==> src/rtl/oscilo_pkg.sv <==
// oscilo_pkg: shared types and defaults for the capture sampler and reader
package oscilo_pkg;
    typedef enum logic [1:0] {IDLE, STREAM, DRAIN, DONE} reader_state_t;
    localparam int SAMPLE_W         = 8;
    localparam int DEF_SAMPLE_DEPTH = 8;
    localparam int DEF_PRE_SAMPLES  = 128;
endpackage

==> src/rtl/sync_fifo.sv <==
// sync_fifo: small synchronous FIFO with flush; head is visible combinationally
module sync_fifo #(
    parameter int WIDTH = 8,
    parameter int DEPTH = 2
) (
    input  logic                    clk_50mhz,
    input  logic                    reset,
    input  logic                    clr,
    input  logic                    push,
    input  logic                    pop,
    input  logic [WIDTH-1:0]        din,
    output logic [WIDTH-1:0]        dout,
    output logic                    empty,
    output logic                    full,
    output logic [$clog2(DEPTH):0]  count
);
    localparam int AW = $clog2(DEPTH);

    logic [WIDTH-1:0] mem [DEPTH];
    logic [AW-1:0]    wr_ptr;
    logic [AW-1:0]    rd_ptr;
    logic             do_pop;

    assign do_pop = pop & ~empty;
    assign empty  = count == '0;
    assign full   = count == (AW+1)'(DEPTH);
    assign dout   = mem[rd_ptr];

    // storage, pointers and occupancy; a flush only resets the bookkeeping
    always_ff @(posedge clk_50mhz or negedge reset) begin
        if (!reset) begin
            wr_ptr <= '0;
            rd_ptr <= '0;
            count  <= '0;
            for (int i = 0; i < DEPTH; i++) mem[i] <= '0;
        end else if (clr) begin
            wr_ptr <= '0;
            rd_ptr <= '0;
            count  <= '0;
        end else begin
            if (push) begin
                mem[wr_ptr] <= din;
                wr_ptr      <= wr_ptr + AW'(1);
            end
            if (do_pop) rd_ptr <= rd_ptr + AW'(1);
            count <= count + (AW+1)'(push) - (AW+1)'(do_pop);
        end
    end
endmodule

==> src/rtl/capture_reader.sv <==
// capture_reader: streams the circular capture buffer out oldest-first
module capture_reader
    import oscilo_pkg::*;
#(
    parameter int SAMPLE_DEPTH = DEF_SAMPLE_DEPTH,
    parameter int PRE_SAMPLES  = DEF_PRE_SAMPLES,
    parameter int FIFO_DEPTH   = 2
) (
    input  logic                    clk_50mhz,
    input  logic                    reset,
    input  logic                    activate,
    output logic                    done,
    output logic                    busy,
    input  logic [SAMPLE_DEPTH-1:0] offset,
    output logic                    mem_re,
    output logic [SAMPLE_DEPTH-1:0] mem_rd_addr,
    input  logic [SAMPLE_W-1:0]     mem_rd_data,
    output logic [SAMPLE_W-1:0]     out_data,
    output logic                    out_valid,
    input  logic                    out_ready,
    output logic                    out_last
);
    localparam int N  = 1 << SAMPLE_DEPTH;
    localparam int CW = SAMPLE_DEPTH + 1;
    localparam int FW = $clog2(FIFO_DEPTH) + 1;

    reader_state_t           state;
    logic [SAMPLE_DEPTH-1:0] start_addr;
    logic [CW-1:0]           rd_cnt;
    logic [CW-1:0]           tx_cnt;
    logic [CW-1:0]           tx_nxt;
    logic [FW-1:0]           fifo_count;
    logic                    fifo_empty;
    logic                    fifo_full;
    logic                    pend;
    logic                    pop;
    logic                    abort;
    logic                    credit;

    // a pop in this cycle returns its slot immediately, which keeps a
    // two-entry FIFO at one sample per clock despite the read latency
    assign pop         = out_valid & out_ready;
    assign abort       = (state == STREAM || state == DRAIN) & ~activate;
    assign credit      = fifo_count + FW'(pend) < FW'(FIFO_DEPTH) + FW'(pop);
    assign mem_re      = (state == STREAM) & activate & credit;
    assign mem_rd_addr = start_addr + rd_cnt[SAMPLE_DEPTH-1:0];
    assign tx_nxt      = tx_cnt + CW'(pop);
    assign out_valid   = ~fifo_empty;
    assign out_last    = out_valid & (tx_cnt == CW'(N - 1));

    sync_fifo #(.WIDTH(SAMPLE_W), .DEPTH(FIFO_DEPTH)) u_fifo (
        .clk_50mhz (clk_50mhz),
        .reset     (reset),
        .clr       (abort),
        .push      (pend & ~fifo_full),
        .pop       (pop),
        .din       (mem_rd_data),
        .dout      (out_data),
        .empty     (fifo_empty),
        .full      (fifo_full),
        .count     (fifo_count)
    );

    // transfer sequencing: latch start, count reads and beats, handle abort
    always_ff @(posedge clk_50mhz or negedge reset) begin
        if (!reset) begin
            state      <= IDLE;
            start_addr <= '0;
            rd_cnt     <= '0;
            tx_cnt     <= '0;
            pend       <= 1'b0;
            busy       <= 1'b0;
            done       <= 1'b0;
        end else begin
            pend   <= mem_re;
            tx_cnt <= tx_nxt;
            if (mem_re) rd_cnt <= rd_cnt + CW'(1);
            if (abort) begin
                state <= IDLE;
                busy  <= 1'b0;
            end else begin
                case (state)
                    IDLE: if (activate) begin
                        start_addr <= offset - SAMPLE_DEPTH'(PRE_SAMPLES);
                        rd_cnt     <= '0;
                        tx_cnt     <= '0;
                        busy       <= 1'b1;
                        state      <= STREAM;
                    end
                    STREAM: if (mem_re && rd_cnt == CW'(N - 1)) state <= DRAIN;
                    DRAIN: if (tx_nxt == CW'(N)) begin
                        state <= DONE;
                        busy  <= 1'b0;
                        done  <= 1'b1;
                    end
                    DONE: if (!activate) begin
                        state <= IDLE;
                        done  <= 1'b0;
                    end
                    default: state <= IDLE;
                endcase
            end
        end
    end
endmodule

==> config.mk <==
export PLATFORM = sky130hd
export DESIGN_NAME = capture_reader
export DESIGN_NICKNAME = d
export VERILOG_FILES = /design/src/rtl/oscilo_pkg.sv /design/src/rtl/sync_fifo.sv /design/src/rtl/capture_reader.sv
export SDC_FILE = /design/constraint.sdc
export NUM_CORES = 1
export LEC_CHECK = 0
export ABC_AREA = 1
export BUFFER_PORTS_ARGS = -buffer_cell sky130_fd_sc_hd__buf_4
export CAP_MARGIN = 20
export CORE_MARGIN = 1
export CORE_UTILIZATION = 30
export DETAILED_ROUTE_END_ITERATION = 8
export GPL_TIMING_DRIVEN = 1
export PLACE_DENSITY = 0.56
export SETUP_SLACK_MARGIN = 0.3
export SLEW_MARGIN = 20
export SYNTH_ARGS = -nofsm -noshare
export SYNTH_HDL_FRONTEND = slang
export SYNTH_SLANG_ARGS = --single-unit
export TNS_END_PERCENT = 5
==> constraint.sdc <==
create_clock -name clk_50mhz -period 2.1 [get_ports clk_50mhz]
set_clock_uncertainty 0.1 [all_clocks]
set_input_delay 0.315 -clock clk_50mhz [delete_from_list [all_inputs] [get_ports clk_50mhz]]
set_output_delay 0.315 -clock clk_50mhz [all_outputs]
set_load 0.1 [all_outputs]
After elaboration in Yosys (flattened, before gate mapping)
Index checks and enable logic that the tools add are counted.
{"block": "totals", "register_bits": 51, "out_inout_bits": 21}
{"block": "op_classes", "addsub": 10, "order_cmp": 4, "eq_ne": 13, "mux": 31, "bitwise_logic": 13, "reduce_logical": 14}
{"cell": "9-bit 2-to-1 mux", "count": 7}
{"cell": "8-bit 2-to-1 mux", "count": 4}
{"cell": "9-bit by 8-bit == test with 1-bit output, second input constant", "count": 2}
{"cell": "16-bit bitwise mux", "count": 1}
{"cell": "2-bit 2-to-1 mux", "count": 6}
{"cell": "9-bit by 1-bit adder with 9-bit output", "count": 1}
{"cell": "9-bit by 1-bit adder with 9-bit output, second input constant", "count": 1}
{"cell": "9-bit == test, second input constant", "count": 1}
{"cell": "1-bit 2-to-1 mux", "count": 9}
{"cell": "8-bit adder", "count": 1}
{"cell": "8-bit demux with 1-bit select", "count": 1}
{"cell": "2-bit case mux with 4 select lines", "count": 1}
{"cell": "4-bit AND reduction", "count": 2}
{"cell": "8-bit subtractor, second input constant", "count": 1}
{"cell": "1-bit AND", "count": 7}
{"cell": "2-bit == test, second input constant", "count": 3}
{"cell": "3-bit by 2-bit != test with 1-bit output, second input constant", "count": 2}
{"cell": "3-bit != test, second input constant", "count": 2}
{"cell": "3-bit AND reduction", "count": 2}
{"cell": "2-bit nonzero test", "count": 3}
{"cell": "2-bit by 1-bit adder with 2-bit output", "count": 2}
{"cell": "2-bit >= comparator, second input constant", "count": 2}
{"cell": "2-bit zero test", "count": 2}
{"cell": "1-bit NOT", "count": 4}
{"cell": "other kinds (14)", "count": 18}

Logic depth before layout (Yosys ltp)
{"block": "depth", "word_depth": 10, "mapped_depth": 14, "depth_no_buf": 14}

Hierarchy
Synthesis repeated with hierarchy kept, for this count alone.
{"block": "hier_totals", "hier_cells": 389, "hier_area_um2": 3062.9}
{"module": "capture_reader", "n_inst": 1, "cells_per_inst": 273, "area_per_inst_um2": 2044.5, "seq_area_each_um2": 775.7}
{"module": "sync_fifo", "n_inst": 1, "cells_per_inst": 116, "area_per_inst_um2": 1018.5, "seq_area_each_um2": 500.5}

Worst setup path before layout
No wires, ideal clock.
{"block": "synth_path", "path_type": "flip-flop to output port", "startpoint": "register u_fifo.count[1]", "endpoint": "output port out_last", "t_arrival_ns": 3.451, "slack_ns": -1.766, "stages_incl_launch_ff": 3, "n_path_buf": 0, "path_cell_list": "dfrtp_1 -> nor2_1 -> nor4_1"}
{"block": "synth_via", "elab_chain_len": 3}
{"element": "start: declaration", "line": "sync_fifo.sv:15", "text": "output logic [$clog2(DEPTH):0] count"}
{"element": "start signal: assignment", "line": "sync_fifo.sv:46", "text": "count <= count + (AW+1)'(push) - (AW+1)'(do_pop);"}
{"element": "2-bit zero test", "line": "sync_fifo.sv:25", "text": "assign empty = count == '0;"}
{"element": "1-bit NOT", "line": "capture_reader.sv:48", "text": "assign out_valid = ~fifo_empty;"}
{"element": "1-bit AND", "line": "capture_reader.sv:49", "text": "assign out_last = out_valid & (tx_cnt == CW'(N - 1));"}
{"element": "end: declaration", "line": "capture_reader.sv:21", "text": "output logic out_last"}
No other way between the ends.

Final worst setup path
{"block": "layout_path", "startpoint": "register rd_cnt[0]", "endpoint": "output port mem_rd_addr[6]"}
{"block": "layout_via", "elab_chain_len": 1}
{"element": "start: declaration", "line": "capture_reader.sv:29", "text": "logic [CW-1:0] rd_cnt;"}
{"element": "start signal: assignment", "line": "capture_reader.sv:77", "text": "if (mem_re) rd_cnt <= rd_cnt + CW'(1);"}
{"element": "8-bit adder", "line": "capture_reader.sv:46", "text": "assign mem_rd_addr = start_addr + rd_cnt[SAMPLE_DEPTH-1:0];"}
{"element": "end: declaration", "line": "capture_reader.sv:16", "text": "output logic [SAMPLE_DEPTH-1:0] mem_rd_addr,"}
No other way between the ends.

==> impl_summary.txt <==
----------------------------------------------------
[Routing]
  WL per Instance ... 11.49 um
  Drt total wl ... 6641 um
  Drt via density ... 4.417
  Count of antenna-violating nets left after detailed routing ... 0
  Post-route DRC violation count ... 0
  Iter 0 DRT Violations ... 82
  Number of search-and-repair iterations in the first detailed-routing pass ... 4
  Via count of the routed design ... 2553

[Flow run]
  Number of maximum-capacitance constraint violations ... 0

[Timing]
  Fin worst setup slack ... -396.4 ps
  Number of endpoints with negative hold slack in the final report ... 0
  Final Cycle Share ... 1.189
  Unrepaired setup endpoints after global routing ... yes
  Actual slew at the worst max-slew pin ... 676.6 ps
  F_max ... 0.4006 GHz
  Fin Setup TNS ... -1515 ps
  Rel. slew slack ... 0.5489
  Minimum period implied by the final worst setup slack ... 2496 ps
  # setup viols final ... 6
  Number of max-slew violations in the final report ... 0

[Synthesis]
  Sequential fraction of the synthesis area ... 0.4306
  Synthesized instance count ... 380
  Mean instance size in the synthesized netlist ... 7.800 um2
  Netlist area before placement ... 2964 um2
  Register bit count reported by yosys ... 51
  Count of warnings emitted by yosys ... 0
  Post-synth cell types ... 31
  Post-Synthesis Net Count ... 419

[Cells and area]
  Fraction of layout instances using a drive strength above 1 ... 0.3207
  Layout Cell Area excl Fill ... 4081 um2
  Antenna diode instance count ... 0
  Total Nets Final ... 487
  Post-synthesis to final-layout area growth ... 37.70%
  Non-filler cells, final ... 578
  Fill cells ... 965
  Core utilization of the finished layout ... 0.4335

[Clock network]
  Clock insertion delay at the later pin of the skew report ... 310 ps
  Number of levels in the clock H-tree ... 2
  Clock Sink Count ... 51
  CTS tree ... built
  Clock edge transition at the registers on the reported setup and hold paths ... 100 ps
  Library cell used as clock root buffer ... sky130_fd_sc_hd__clkbuf_8
  Number of clock buffers inserted by TritonCTS ... 5
  Maximum buffer depth of the clock tree ... 2

[Floorplanning]
  I/O pins ... 41
  Die outline area ... 10280 um2
  Die outline width ... 101.4 um
  Floorplan Core Area ... 9415 um2
  Initial core utilization ... 0.3148
  Cell row count ... 35
  Die boundary height ... 101.4 um

[Setup path]
  Start-to-end type of the worst setup path ... reg -> out
  Startpoint kind of the worst setup timing path ... register
  CP max FO ... 2
  CP Data Required Time ... 1680 ps
  Capturing element type of the critical path ... output port
  Data arrival at the endpoint of the critical path ... 2080 ps
  Endpoint of the most critical register-to-register path ... state[1]
  Worst reg2reg startpoint ... u_fifo.count[0]
  Reg2Reg Setup Slack ... 170 ps
  Cells on worst reg2reg path ... 13

[Place]
  Placed inst area ... 3695 um2
  Routability-driven placement congestion ratio ... 0.8618
  Instance count after placement with tap cells included ... 567
  Port bufs ... 40
  Detailed Place HPWL ... 4873 um

[Worst hold path]
  Depth of the worst hold-timing path ... 3
  Hold Crit Endpoint ... start_addr[5]
  Worst hold path type ... in -> reg
  Hold Startpoint ... offset[5]

[Outcome]
  Violations in the final reports ... setup timing
  Run status ... complete, but fails checks

[GRT]
  Vias in the first global route ... 2578
  Initial antenna violation count ... 0
  Met1 demand-to-capacity share in global routing ... 0.1869
  Global-route wire length before repair ... 11580 um
  Global-route met2 utilization ... 0.2428
  Met3 GRT Util ... 0.02070
  Maximum number of pins on one net before global-route repair ... 52
  Total GRT Usage ... 0.1430
  Remaining global-route overflow ... 0
  Most congested layer reported by global routing ... met2

----------------------------------------------------
[logic make-up after synthesis]
logic type / count (synthesis) / share of synthesized area
AND/OR/NAND/NOR: 186 / 0.2756
buffers and inverters: 61 / 0.07936
flip-flops: 51 / 0.4306
AO/OA/AOI/OAI: 49 / 0.08949
adder cells (fa/ha/maj): 19 / 0.08274
XOR/XNOR: 13 / 0.03841
multiplexers: 1 / 0.003799
[sequential cells by signal, indices dropped and copies added, names as in the netlist]
| signal | count |
|---|---|
| u_fifo.mem | 16 |
| rd_cnt | 9 |
| tx_cnt | 9 |
| start_addr | 8 |
| state | 2 |
| u_fifo.count | 2 |
| busy | 1 |
| done | 1 |
| pend | 1 |
| u_fifo.rd_ptr | 1 |
| u_fifo.wr_ptr | 1 |
[metrics by stage]
step | hold slack [ps] | worst slack [ps]
global route | 82.89 | -492.2
floorplan | -80.59 | -336.2
global placement | 305.2 | -242.4
CTS | 83.25 | -410.4
detailed placement | 307.7 | -299.3
finish | 92.43 | -396.4
[critical path, cell delays in order, from the launching register on]
cell and delay, ps:
sky130_fd_sc_hd__dfrtp_1 370, sky130_fd_sc_hd__ha_2 190, sky130_fd_sc_hd__inv_2 40, sky130_fd_sc_hd__fa_2 390, sky130_fd_sc_hd__o21ai_4 160, sky130_fd_sc_hd__a21oi_2 70
sky130_fd_sc_hd__nor2_1 130, sky130_fd_sc_hd__nor2_2 90, sky130_fd_sc_hd__xnor2_4 160, sky130_fd_sc_hd__buf_12 190
[layout by cell type, fill, tap and decap left out, types with 11 or more instances in the layout]
cell type / Yosys / layout
sky130_fd_sc_hd__dfrtp_1: 51 / 49
sky130_fd_sc_hd__inv_1: 51 / 41
sky130_fd_sc_hd__o21ai_0: 14 / 13
sky130_fd_sc_hd__nor2_1: 28 / 21
sky130_fd_sc_hd__o21ai_1: 13 / 13
sky130_fd_sc_hd__nand2_2: 6 / 11
sky130_fd_sc_hd__inv_2: 2 / 11
sky130_fd_sc_hd__ha_1: 18 / 13
sky130_fd_sc_hd__buf_4: 0 / 54
sky130_fd_sc_hd__nand2_1: 117 / 109
[worst max-delay path by stage]
stage / start / end / cells after the start
2_1_floorplan: rd_cnt[0] / mem_rd_addr[6] / 8
3_3_place_gp: start_addr[3] / mem_rd_addr[6] / 8
3_5_place_dp: start_addr[3] / mem_rd_addr[6] / 8
4_1_cts: start_addr[0] / mem_rd_addr[6] / 9
5_1_grt: rd_cnt[0] / mem_rd_addr[6] / 9
6_report: rd_cnt[0] / mem_rd_addr[6] / 9
[cell usage after synthesis]
cell type                  instances  share of area
sky130_fd_sc_hd__ha_1             18          0.076
sky130_fd_sc_hd__inv_1            51          0.065
sky130_fd_sc_hd__nor2_1           28          0.035
sky130_fd_sc_hd__o21ai_2           2         0.0059
sky130_fd_sc_hd__o22ai_1           4         0.0084
sky130_fd_sc_hd__clkinv_1          2         0.0025
sky130_fd_sc_hd__o21ai_1          13          0.022
sky130_fd_sc_hd__o21ai_0          14          0.024
sky130_fd_sc_hd__xnor2_1           2         0.0059
sky130_fd_sc_hd__nor2_4            2         0.0076
sky130_fd_sc_hd__dfrtp_1          51           0.43
sky130_fd_sc_hd__xor2_1           11          0.033
sky130_fd_sc_hd__nand4_1           6          0.013
sky130_fd_sc_hd__nand3_2           2         0.0068
sky130_fd_sc_hd__inv_2             2         0.0025
sky130_fd_sc_hd__nor2_2            2         0.0042
sky130_fd_sc_hd__nor4_1            1         0.0021
sky130_fd_sc_hd__nand3b_1          3         0.0076
sky130_fd_sc_hd__a21oi_1          13          0.022
sky130_fd_sc_hd__fa_1              1         0.0068
sky130_fd_sc_hd__nand2_1         117           0.15
sky130_fd_sc_hd__buf_2             3         0.0051
sky130_fd_sc_hd__nor3_1            5         0.0084
sky130_fd_sc_hd__nand2_2           6          0.013
sky130_fd_sc_hd__nand3_1          11          0.019
sky130_fd_sc_hd__clkbuf_1          2         0.0025
sky130_fd_sc_hd__nand2_4           3          0.011
sky130_fd_sc_hd__o31ai_1           1         0.0025
sky130_fd_sc_hd__o211ai_1          2         0.0051
sky130_fd_sc_hd__inv_4             1         0.0021
sky130_fd_sc_hd__mux2_2            1         0.0038
[metal layers]
metal  vias to the layer above  part of all wire  wire length [um]
li1                       1333                 -                 -
met1                      1191              0.48              3219
met2                        22              0.48              3212
met3                         7             0.019               127
met4                         0             0.012                81
met5                         -                 0                 0
[what timing repair did]
item,in CTS,in global routing
buffers inserted,0,2
hold endpoints to repair,51,0
gates resized for setup,54,24
hold buffers,1,0
pin swaps,22,18
setup endpoints to repair,37,49
[layout make-up]
cell class,instances,area (um2),share of cell area
clock buffer,5,68.82,0.01686
clock inverter,3,26.28,0.006438
inverter,56,225.2,0.05518
multi-input combinational,268,1712,0.4194
sequential,51,1279,0.3133
tap,129,161.4,0.03955
timing repair buffer,66,609.3,0.1493
Power is not shown: default switching activity piles up to over one toggle a cycle in this logic, so the estimate is an artifact.
